===== src/rtl/ram_arb_pkg.sv =====
// Shared definitions for the program/data RAM arbiter: FSM state encoding,
// port index constants and default geometry.
package ram_arb_pkg;

  typedef enum logic [1:0] {
    IDLE = 2'd0,
    OWN0 = 2'd1,
    OWN1 = 2'd2
  } arb_state_e;

  localparam int unsigned P_CPU  = 0;
  localparam int unsigned P_LDR  = 1;

  localparam int unsigned DEF_AW = 10;
  localparam int unsigned DEF_DW = 16;

  // Width of the ownership hold counter (MAX_HOLD is at most 255).
  localparam int unsigned HOLD_W = 8;

endpackage


===== src/rtl/ram_arbiter_if.sv =====
// Requester-side bus of one arbiter port. The requester (CPU or loader) uses
// the master modport, the arbiter uses the slave modport.
interface ram_arbiter_if
  import ram_arb_pkg::*;
#(
  parameter int unsigned AW = DEF_AW,
  parameter int unsigned DW = DEF_DW
) ();

  logic          req;
  logic          we;
  logic          lock;
  logic [AW-1:0] addr;
  logic [DW-1:0] wdata;
  logic          gnt;
  logic          rvalid;
  logic [DW-1:0] rdata;

  modport master (
    output req, we, lock, addr, wdata,
    input  gnt, rvalid, rdata
  );

  modport slave (
    input  req, we, lock, addr, wdata,
    output gnt, rvalid, rdata
  );

endinterface


===== src/rtl/arb_rr2.sv =====
// Two-way round-robin tie-breaker. A lone requester always wins; on a tie the
// port that did not win last time is granted. Grant is one-hot (or zero).
module arb_rr2 (
  input  logic [1:0] req,
  input  logic       last_winner,
  output logic [1:0] gnt
);

  // Pick the winner from the current requests and the previous winner.
  always_comb begin
    gnt = '0;
    unique case (req)
      2'b01:   gnt = 2'b01;
      2'b10:   gnt = 2'b10;
      2'b11:   gnt = last_winner ? 2'b01 : 2'b10;
      default: gnt = '0;
    endcase
  end

endmodule


===== src/rtl/ram_arbiter.sv =====
// Shares the single 1024x16 program/data RAM between the CPU (port 0) and the
// debug/program loader (port 1). At most one access is granted per cycle;
// read data returns one cycle later, tagged to the port that issued it.
// Optional build macro ARB_STATS_EN adds per-port read/write counters and a
// contention counter.
module ram_arbiter
  import ram_arb_pkg::*;
#(
  parameter int unsigned AW       = DEF_AW,
  parameter int unsigned DW       = DEF_DW,
  parameter int unsigned MAX_HOLD = 8
) (
  input  logic          i_clk,
  input  logic          i_rst,
  ram_arbiter_if.slave  p0,
  ram_arbiter_if.slave  p1,
  output logic          o_ram_ce,
  output logic          o_ram_we,
  output logic [AW-1:0] o_ram_w_addr,
  output logic [AW-1:0] o_ram_r_addr,
  output logic [DW-1:0] o_ram_w_data,
  input  logic [DW-1:0] i_ram_r_data
`ifdef ARB_STATS_EN
  ,
  output logic [15:0]   o_stat_rd0,
  output logic [15:0]   o_stat_wr0,
  output logic [15:0]   o_stat_rd1,
  output logic [15:0]   o_stat_wr1,
  output logic [15:0]   o_stat_conflict
`endif
);

  localparam logic [HOLD_W-1:0] MAX_HOLD_C = HOLD_W'(MAX_HOLD);

  arb_state_e        state_q, state_d;
  logic              last_q, last_d;
  logic [HOLD_W-1:0] hold_q, hold_d;

  logic [1:0]        req, we, lock;
  logic [1:0]        rr_gnt, gnt;
  logic              own_active, own_idx, win;
  logic [HOLD_W-1:0] cnt_inc;

  logic [1:0]        rv_q;
  logic [DW-1:0]     rdata0_q, rdata1_q;

  assign req[P_CPU]  = p0.req;
  assign req[P_LDR]  = p1.req;
  assign we[P_CPU]   = p0.we;
  assign we[P_LDR]   = p1.we;
  assign lock[P_CPU] = p0.lock;
  assign lock[P_LDR] = p1.lock;

  arb_rr2 u_rr (
    .req         (req),
    .last_winner (last_q),
    .gnt         (rr_gnt)
  );

  // Grant decision and next-state computation. The entry grant into OWNx
  // already counts towards hold_cnt, so MAX_HOLD bounds the whole run of
  // consecutive grants the other port has to wait through.
  always_comb begin
    gnt        = '0;
    state_d    = state_q;
    last_d     = last_q;
    hold_d     = hold_q;
    win        = 1'b0;
    cnt_inc    = hold_q;
    own_idx    = (state_q == OWN1);
    own_active = ((state_q == OWN0) && req[P_CPU]) ||
                 ((state_q == OWN1) && req[P_LDR]);
    if (!i_rst) begin
      if (own_active) begin
        gnt     = own_idx ? 2'b10 : 2'b01;
        last_d  = own_idx;
        cnt_inc = (hold_q == '1) ? hold_q
                                 : hold_q + {{(HOLD_W-1){1'b0}}, req[~own_idx]};
        if (!lock[own_idx] || (cnt_inc >= MAX_HOLD_C)) begin
          state_d = IDLE;
          hold_d  = '0;
        end else begin
          hold_d  = cnt_inc;
        end
      end else begin
        gnt = rr_gnt;
        if (state_q != IDLE) begin
          state_d = IDLE;
          hold_d  = '0;
        end
        if (|rr_gnt) begin
          win    = rr_gnt[1];
          last_d = win;
          if (lock[win] &&
              ({{(HOLD_W-1){1'b0}}, req[~win]} < MAX_HOLD_C)) begin
            state_d = win ? OWN1 : OWN0;
            hold_d  = {{(HOLD_W-1){1'b0}}, req[~win]};
          end
        end
      end
    end
  end

  // Arbitration state registers.
  always_ff @(posedge i_clk) begin
    if (i_rst) begin
      state_q <= IDLE;
      last_q  <= 1'b1;
      hold_q  <= '0;
    end else begin
      state_q <= state_d;
      last_q  <= last_d;
      hold_q  <= hold_d;
    end
  end

  assign p0.gnt       = gnt[P_CPU];
  assign p1.gnt       = gnt[P_LDR];
  assign o_ram_ce     = |gnt;
  assign o_ram_we     = |(gnt & we);
  assign o_ram_w_addr = gnt[P_LDR] ? p1.addr  : p0.addr;
  assign o_ram_r_addr = gnt[P_LDR] ? p1.addr  : p0.addr;
  assign o_ram_w_data = gnt[P_LDR] ? p1.wdata : p0.wdata;

  // Read tag pipeline and per-port hold of the last returned data.
  always_ff @(posedge i_clk) begin
    if (i_rst) begin
      rv_q     <= '0;
      rdata0_q <= '0;
      rdata1_q <= '0;
    end else begin
      rv_q <= gnt & ~we;
      if (rv_q[P_CPU]) rdata0_q <= i_ram_r_data;
      if (rv_q[P_LDR]) rdata1_q <= i_ram_r_data;
    end
  end

  // Gating with i_rst drops a tag that was registered just before reset.
  assign p0.rvalid = rv_q[P_CPU] & ~i_rst;
  assign p1.rvalid = rv_q[P_LDR] & ~i_rst;
  assign p0.rdata  = p0.rvalid ? i_ram_r_data : rdata0_q;
  assign p1.rdata  = p1.rvalid ? i_ram_r_data : rdata1_q;

`ifdef ARB_STATS_EN
  // Access and contention statistics; all counters wrap.
  always_ff @(posedge i_clk) begin
    if (i_rst) begin
      o_stat_rd0      <= '0;
      o_stat_wr0      <= '0;
      o_stat_rd1      <= '0;
      o_stat_wr1      <= '0;
      o_stat_conflict <= '0;
    end else begin
      if (gnt[P_CPU] && !we[P_CPU]) o_stat_rd0 <= o_stat_rd0 + 16'd1;
      if (gnt[P_CPU] &&  we[P_CPU]) o_stat_wr0 <= o_stat_wr0 + 16'd1;
      if (gnt[P_LDR] && !we[P_LDR]) o_stat_rd1 <= o_stat_rd1 + 16'd1;
      if (gnt[P_LDR] &&  we[P_LDR]) o_stat_wr1 <= o_stat_wr1 + 16'd1;
      if ((&req) && (|gnt))         o_stat_conflict <= o_stat_conflict + 16'd1;
    end
  end
`endif

endmodule


===== src/flat_wrapper.sv =====
// flat-port wrapper written by rule: the top's interface ports become plain ports
module ram_arbiter_flat import ram_arb_pkg::*;
#(
  parameter int unsigned AW       = DEF_AW,
  parameter int unsigned DW       = DEF_DW,
  parameter int unsigned MAX_HOLD = 8
)
  (i_clk, i_rst, o_ram_ce, o_ram_we, o_ram_w_addr, o_ram_r_addr, o_ram_w_data, i_ram_r_data, p0_req, p0_we, p0_lock, p0_addr, p0_wdata, p0_gnt, p0_rvalid, p0_rdata, p1_req, p1_we, p1_lock, p1_addr, p1_wdata, p1_gnt, p1_rvalid, p1_rdata);
  ram_arbiter_if #(.AW(AW), .DW(DW)) p0_i ();
  ram_arbiter_if #(.AW(AW), .DW(DW)) p1_i ();
  input  logic i_clk;
  input  logic i_rst;
  output logic o_ram_ce;
  output logic o_ram_we;
  output logic [AW-1:0] o_ram_w_addr;
  output logic [AW-1:0] o_ram_r_addr;
  output logic [DW-1:0] o_ram_w_data;
  input  logic [DW-1:0] i_ram_r_data;
  input wire logic [$bits(p0_i.req)-1:0] p0_req;
  input wire logic [$bits(p0_i.we)-1:0] p0_we;
  input wire logic [$bits(p0_i.lock)-1:0] p0_lock;
  input wire logic [$bits(p0_i.addr)-1:0] p0_addr;
  input wire logic [$bits(p0_i.wdata)-1:0] p0_wdata;
  output wire logic [$bits(p0_i.gnt)-1:0] p0_gnt;
  output wire logic [$bits(p0_i.rvalid)-1:0] p0_rvalid;
  output wire logic [$bits(p0_i.rdata)-1:0] p0_rdata;
  input wire logic [$bits(p1_i.req)-1:0] p1_req;
  input wire logic [$bits(p1_i.we)-1:0] p1_we;
  input wire logic [$bits(p1_i.lock)-1:0] p1_lock;
  input wire logic [$bits(p1_i.addr)-1:0] p1_addr;
  input wire logic [$bits(p1_i.wdata)-1:0] p1_wdata;
  output wire logic [$bits(p1_i.gnt)-1:0] p1_gnt;
  output wire logic [$bits(p1_i.rvalid)-1:0] p1_rvalid;
  output wire logic [$bits(p1_i.rdata)-1:0] p1_rdata;
  assign p0_i.req = p0_req;
  assign p0_i.we = p0_we;
  assign p0_i.lock = p0_lock;
  assign p0_i.addr = p0_addr;
  assign p0_i.wdata = p0_wdata;
  assign p0_gnt = p0_i.gnt;
  assign p0_rvalid = p0_i.rvalid;
  assign p0_rdata = p0_i.rdata;
  assign p1_i.req = p1_req;
  assign p1_i.we = p1_we;
  assign p1_i.lock = p1_lock;
  assign p1_i.addr = p1_addr;
  assign p1_i.wdata = p1_wdata;
  assign p1_gnt = p1_i.gnt;
  assign p1_rvalid = p1_i.rvalid;
  assign p1_rdata = p1_i.rdata;
  ram_arbiter #(.AW(AW), .DW(DW), .MAX_HOLD(MAX_HOLD)) u_core (.i_clk(i_clk), .i_rst(i_rst), .p0(p0_i), .p1(p1_i), .o_ram_ce(o_ram_ce), .o_ram_we(o_ram_we), .o_ram_w_addr(o_ram_w_addr), .o_ram_r_addr(o_ram_r_addr), .o_ram_w_data(o_ram_w_data), .i_ram_r_data(i_ram_r_data));
endmodule

===== config.mk =====
export PLATFORM = sky130hd
export DESIGN_NAME = ram_arbiter_flat
export DESIGN_NICKNAME = d
export VERILOG_FILES = /design/src/rtl/ram_arb_pkg.sv /design/src/rtl/ram_arbiter_if.sv /design/src/rtl/arb_rr2.sv /design/src/rtl/ram_arbiter.sv /design/src/flat_wrapper.sv
export SDC_FILE = /design/constraint.sdc
export NUM_CORES = 1
export LEC_CHECK = 0
export CELL_PAD_IN_SITES_DETAIL_PLACEMENT = 1
export CELL_PAD_IN_SITES_GLOBAL_PLACEMENT = 1
export CORE_MARGIN = 8
export CORE_UTILIZATION = 25
export CTS_CLUSTER_DIAMETER = 150
export DETAILED_ROUTE_END_ITERATION = 10
export PLACE_DENSITY = 0.79
export SLEW_MARGIN = 10
export SYNTH_ARGS = -nofsm -noshare
export SYNTH_HDL_FRONTEND = slang
export SYNTH_HIERARCHICAL = 1
export SYNTH_SLANG_ARGS = --single-unit

===== constraint.sdc =====
create_clock -name i_clk -period 2.1 [get_ports i_clk]
set_input_delay 0.21 -clock i_clk [delete_from_list [all_inputs] [get_ports i_clk]]
set_output_delay 0.21 -clock i_clk [all_outputs]
set_load 0.05 [all_outputs]

==> results.ini <==
[logic_synthesis]
synth_top_area_cell = dfxtp_1
yosysSeqAreaShare_pct = 33.9
synthCells = 263
synth_top_area_share_pct = 33.9
async_flop_share_pct = 0
synth_area_leaders = dfxtp_1 (34%), mux2_2 (20%), mux2i_1 (12%)
synth_common_cells = mux2_2 (46), dfxtp_1 (45), nor2_1 (35), mux2i_1 (32), buf_4 (14)
yosysUniqueCellTypes = 47
syn_area_um2 = 2660
ys.flop_type = dfxtp_1
yosysWarnings = 6
yosysMostFrequentCell = mux2_2
avgSynthCellArea_um2 = 10.1
ys_ff_latch = 45
syn_nets = 341
synth_edf_count = 0

[timing]
tns_ns = -1.93
final.setup.worst_slack_ns = -0.0956
slew_headroom_pct = 72.3
slew_viol_final = 0
tightest_slew_ns = 0.413
report.final.hold_viol_count = 0
max_freq_ghz = 0.455
hold_ws_ns = 0.493
finalCriticalPeriod_ns = 2.20
rsz0062_at_grt = yes
finalCritPeriodShare_pct = 105
skew_ns = 0.00702
setup_violations = 26

[critical_path]
path_max_fanout = 7
crit_start = u_core/state_q[0]
crit_required_ns = 1.89
reg2reg_depth = 10
crit-reg2reg-capture = u_core/state_q[0]
cp-end-kind = output pin
rr_startpoint = u_core/state_q[1]
critical_path_class = flip-flop to output pin
crit_path_start_kind = flip-flop
crit_arrival_ns = 1.99
worst-r2r-setup-slack_ns = 0.03

[power]
power_mw = 2.80
switching_share_pct = 36.0
p_clk_share_pct = 20.1
p_sw_mw = 1.01
internal_power_mw = 1.79
p_seq_share_pct = 32.2
p_per_area_nw_per_um2 = 531
power_frac_comb_pct = 47.6
power.leakage_nw = 2.22
irDropWorstVdd_mv = 0.264

[final_layout]
multi_input_area_um2 = 1730
regArea_um2 = 905
layout.nets = 502
areaGrowthSynthToFinish_pct = 98.3
n_fill_cell = 1073
layout-drive-gt1-share_pct = 46.6
instances_no_fill = 562

[global_routing]
antenna_found_initial = 1
grt_pass1_vias = 3101
grt_pass1_wl_um = 17000
grt.total_usage_pct = 15.1
grt_max_degree = 25
grt_overflow = 0

[detailed_routing]
drtPass1Iterations = 4
first_iter_violations = 85
viasPerCell = 4.70
ant_nets = 0
totalWireLength_um = 11400
vias = 2639
post_drt_wl_per_cell_um = 20.3
drc = 0

[placed_design]
io_buffers = 149
placedCellCount = 541
hpwl_um = 8390
place_congestion = 0.794
dpl_worst_slack_ns = -0.247

[floorplan]
dieArea_um2 = 14200
io_pins = 150
rows = 37
core_um2 = 10300
die_h_um = 119
fp.dieW_um = 119
initial_core_util_pct = 25.7

[status]
violations = negative setup slack
outcome = complete, but fails checks

[min_path]
hold_path_end = u_core/rdata0_q[10]
hold_path_depth = 2
min_path_type = flip-flop to flip-flop
min_from = u_core/rdata0_q[10]

[clocking]
cts_inserted_buffers = 5
root_buffer = clkbuf_8
cts.sinks = 45
worstSkewPairLatency_ns = 0.30
htreeDepth = 2
cts_tree = done
cts_buffer_depth = 2
clk_pin_slew_worst_paths_ns = 0.09

[run]
maxCapViolations = 0

## power groups by stage
stage / clock network (mW) / registers (mW) / logic (mW)
2_1_floorplan: 0 / 0.914 / 0.625
3_3_place_gp: 0 / 0.918 / 1.21
3_5_place_dp: 0 / 0.920 / 1.22
4_1_cts: 0.585 / 0.902 / 1.32
5_1_grt: 0.618 / 0.907 / 1.39
6_report: 0.563 / 0.902 / 1.33
## cell usage in the layout (no fill, tap or decap), types with 3 or more instances in the layout
cell type	synthesis	routed
a21oi_2	1	3
a22o_1	4	3
and2_1	3	3
buf_12	0	57
buf_16	0	3
buf_4	14	36
buf_6	0	8
clkbuf_8	1	5
clkdlybuf4s50_1	0	73
dfxtp_1	45	42
dfxtp_2	0	3
inv_1	5	5
mux2_2	46	32
mux2_4	0	26
mux2i_1	32	32
nand2_1	5	4
nand3_1	3	3
nor2_1	35	35
nor2b_1	5	4
## registers in the layout (all words and copies together) (netlist names)
signal           count
u_core/last_q        1
u_core/rv_q          2
u_core/rdata1_q     16
u_core/rdata0_q     16
u_core/hold_q        8
u_core/state_q       2
## worst max-delay path, stage by stage, from the launching register on
cell	delay, ns
dfxtp_2	0.35
buf_6	0.13
nor2b_4	0.12
o21ai_2	0.06
a21oi_2	0.13
buf_6	0.14
buf_12	0.12
buf_16	0.13
mux2_4	0.34
buf_12	0.16
## cell families (layout without fill, tap and decap cells)
kind of cell,after synthesis,count (layout),synth area share [%]
multiplexers,90,90,36.6
AND/OR/NAND/NOR,69,69,13.5
flip-flops,45,45,33.9
buffers and inverters,31,193,7.11
AO/OA/AOI/OAI,26,26,7.87
adder cells (fa/ha/maj),2,2,0.942
other,0,1,0
## worst max path at each step
stage | endpoint | slack, ns | cells past startpoint
finish | o_ram_w_addr[1] | -0.1 | 9
global route | o_ram_r_addr[1] | -0.16 | 9
CTS | o_ram_r_addr[6] | -0.08 | 9
detailed placement | o_ram_r_addr[2] | -0.25 | 7
global placement | o_ram_w_addr[2] | -0.23 | 7
floorplan | u_core/hold_q[2] | 0.04 | 11
## metrics by stage
stage | instance area (um2) | utilization, %
4_1_cts | 5190 | 50.3
3_3_place_gp | 4810 | 46.6
5_1_grt | 5270 | 51.0
3_5_place_dp | 4810 | 46.6
2_1_floorplan | 2660 | -
6_report | 5270 | 51.0
## final cells by class
class / count / share of cell area (%)
Clock inverter: 3 / 0.404
Timing Repair Buffer: 180 / 44.6
Tap cell: 136 / 3.23
Multi-Input combinational cell: 187 / 32.9
Antenna cell: 1 / 0.0475
Inverter: 5 / 0.356
Sequential cell: 45 / 17.2
Clock buffer: 5 / 1.31
## layer usage
metal	routed length (um)	vias to the layer above	part of all wire, %	GRT usage [%]
met1	3980	1268	35	14.1
met5	0	-	0	0
li1	-	1243	-	-
met3	1200	8	11	7.32
met4	169	0	1.5	3.64
met2	6040	120	53	28.8
## what timing repair did
action                     CTS  global route
setup buffers                7             3
setup endpoints to repair   44            44
gates cloned                 3             0
hold buffers                 0             0
pin swaps                    3             4
gates resized for setup     42            16
Note: power is estimated with default switching activity, not from simulation.
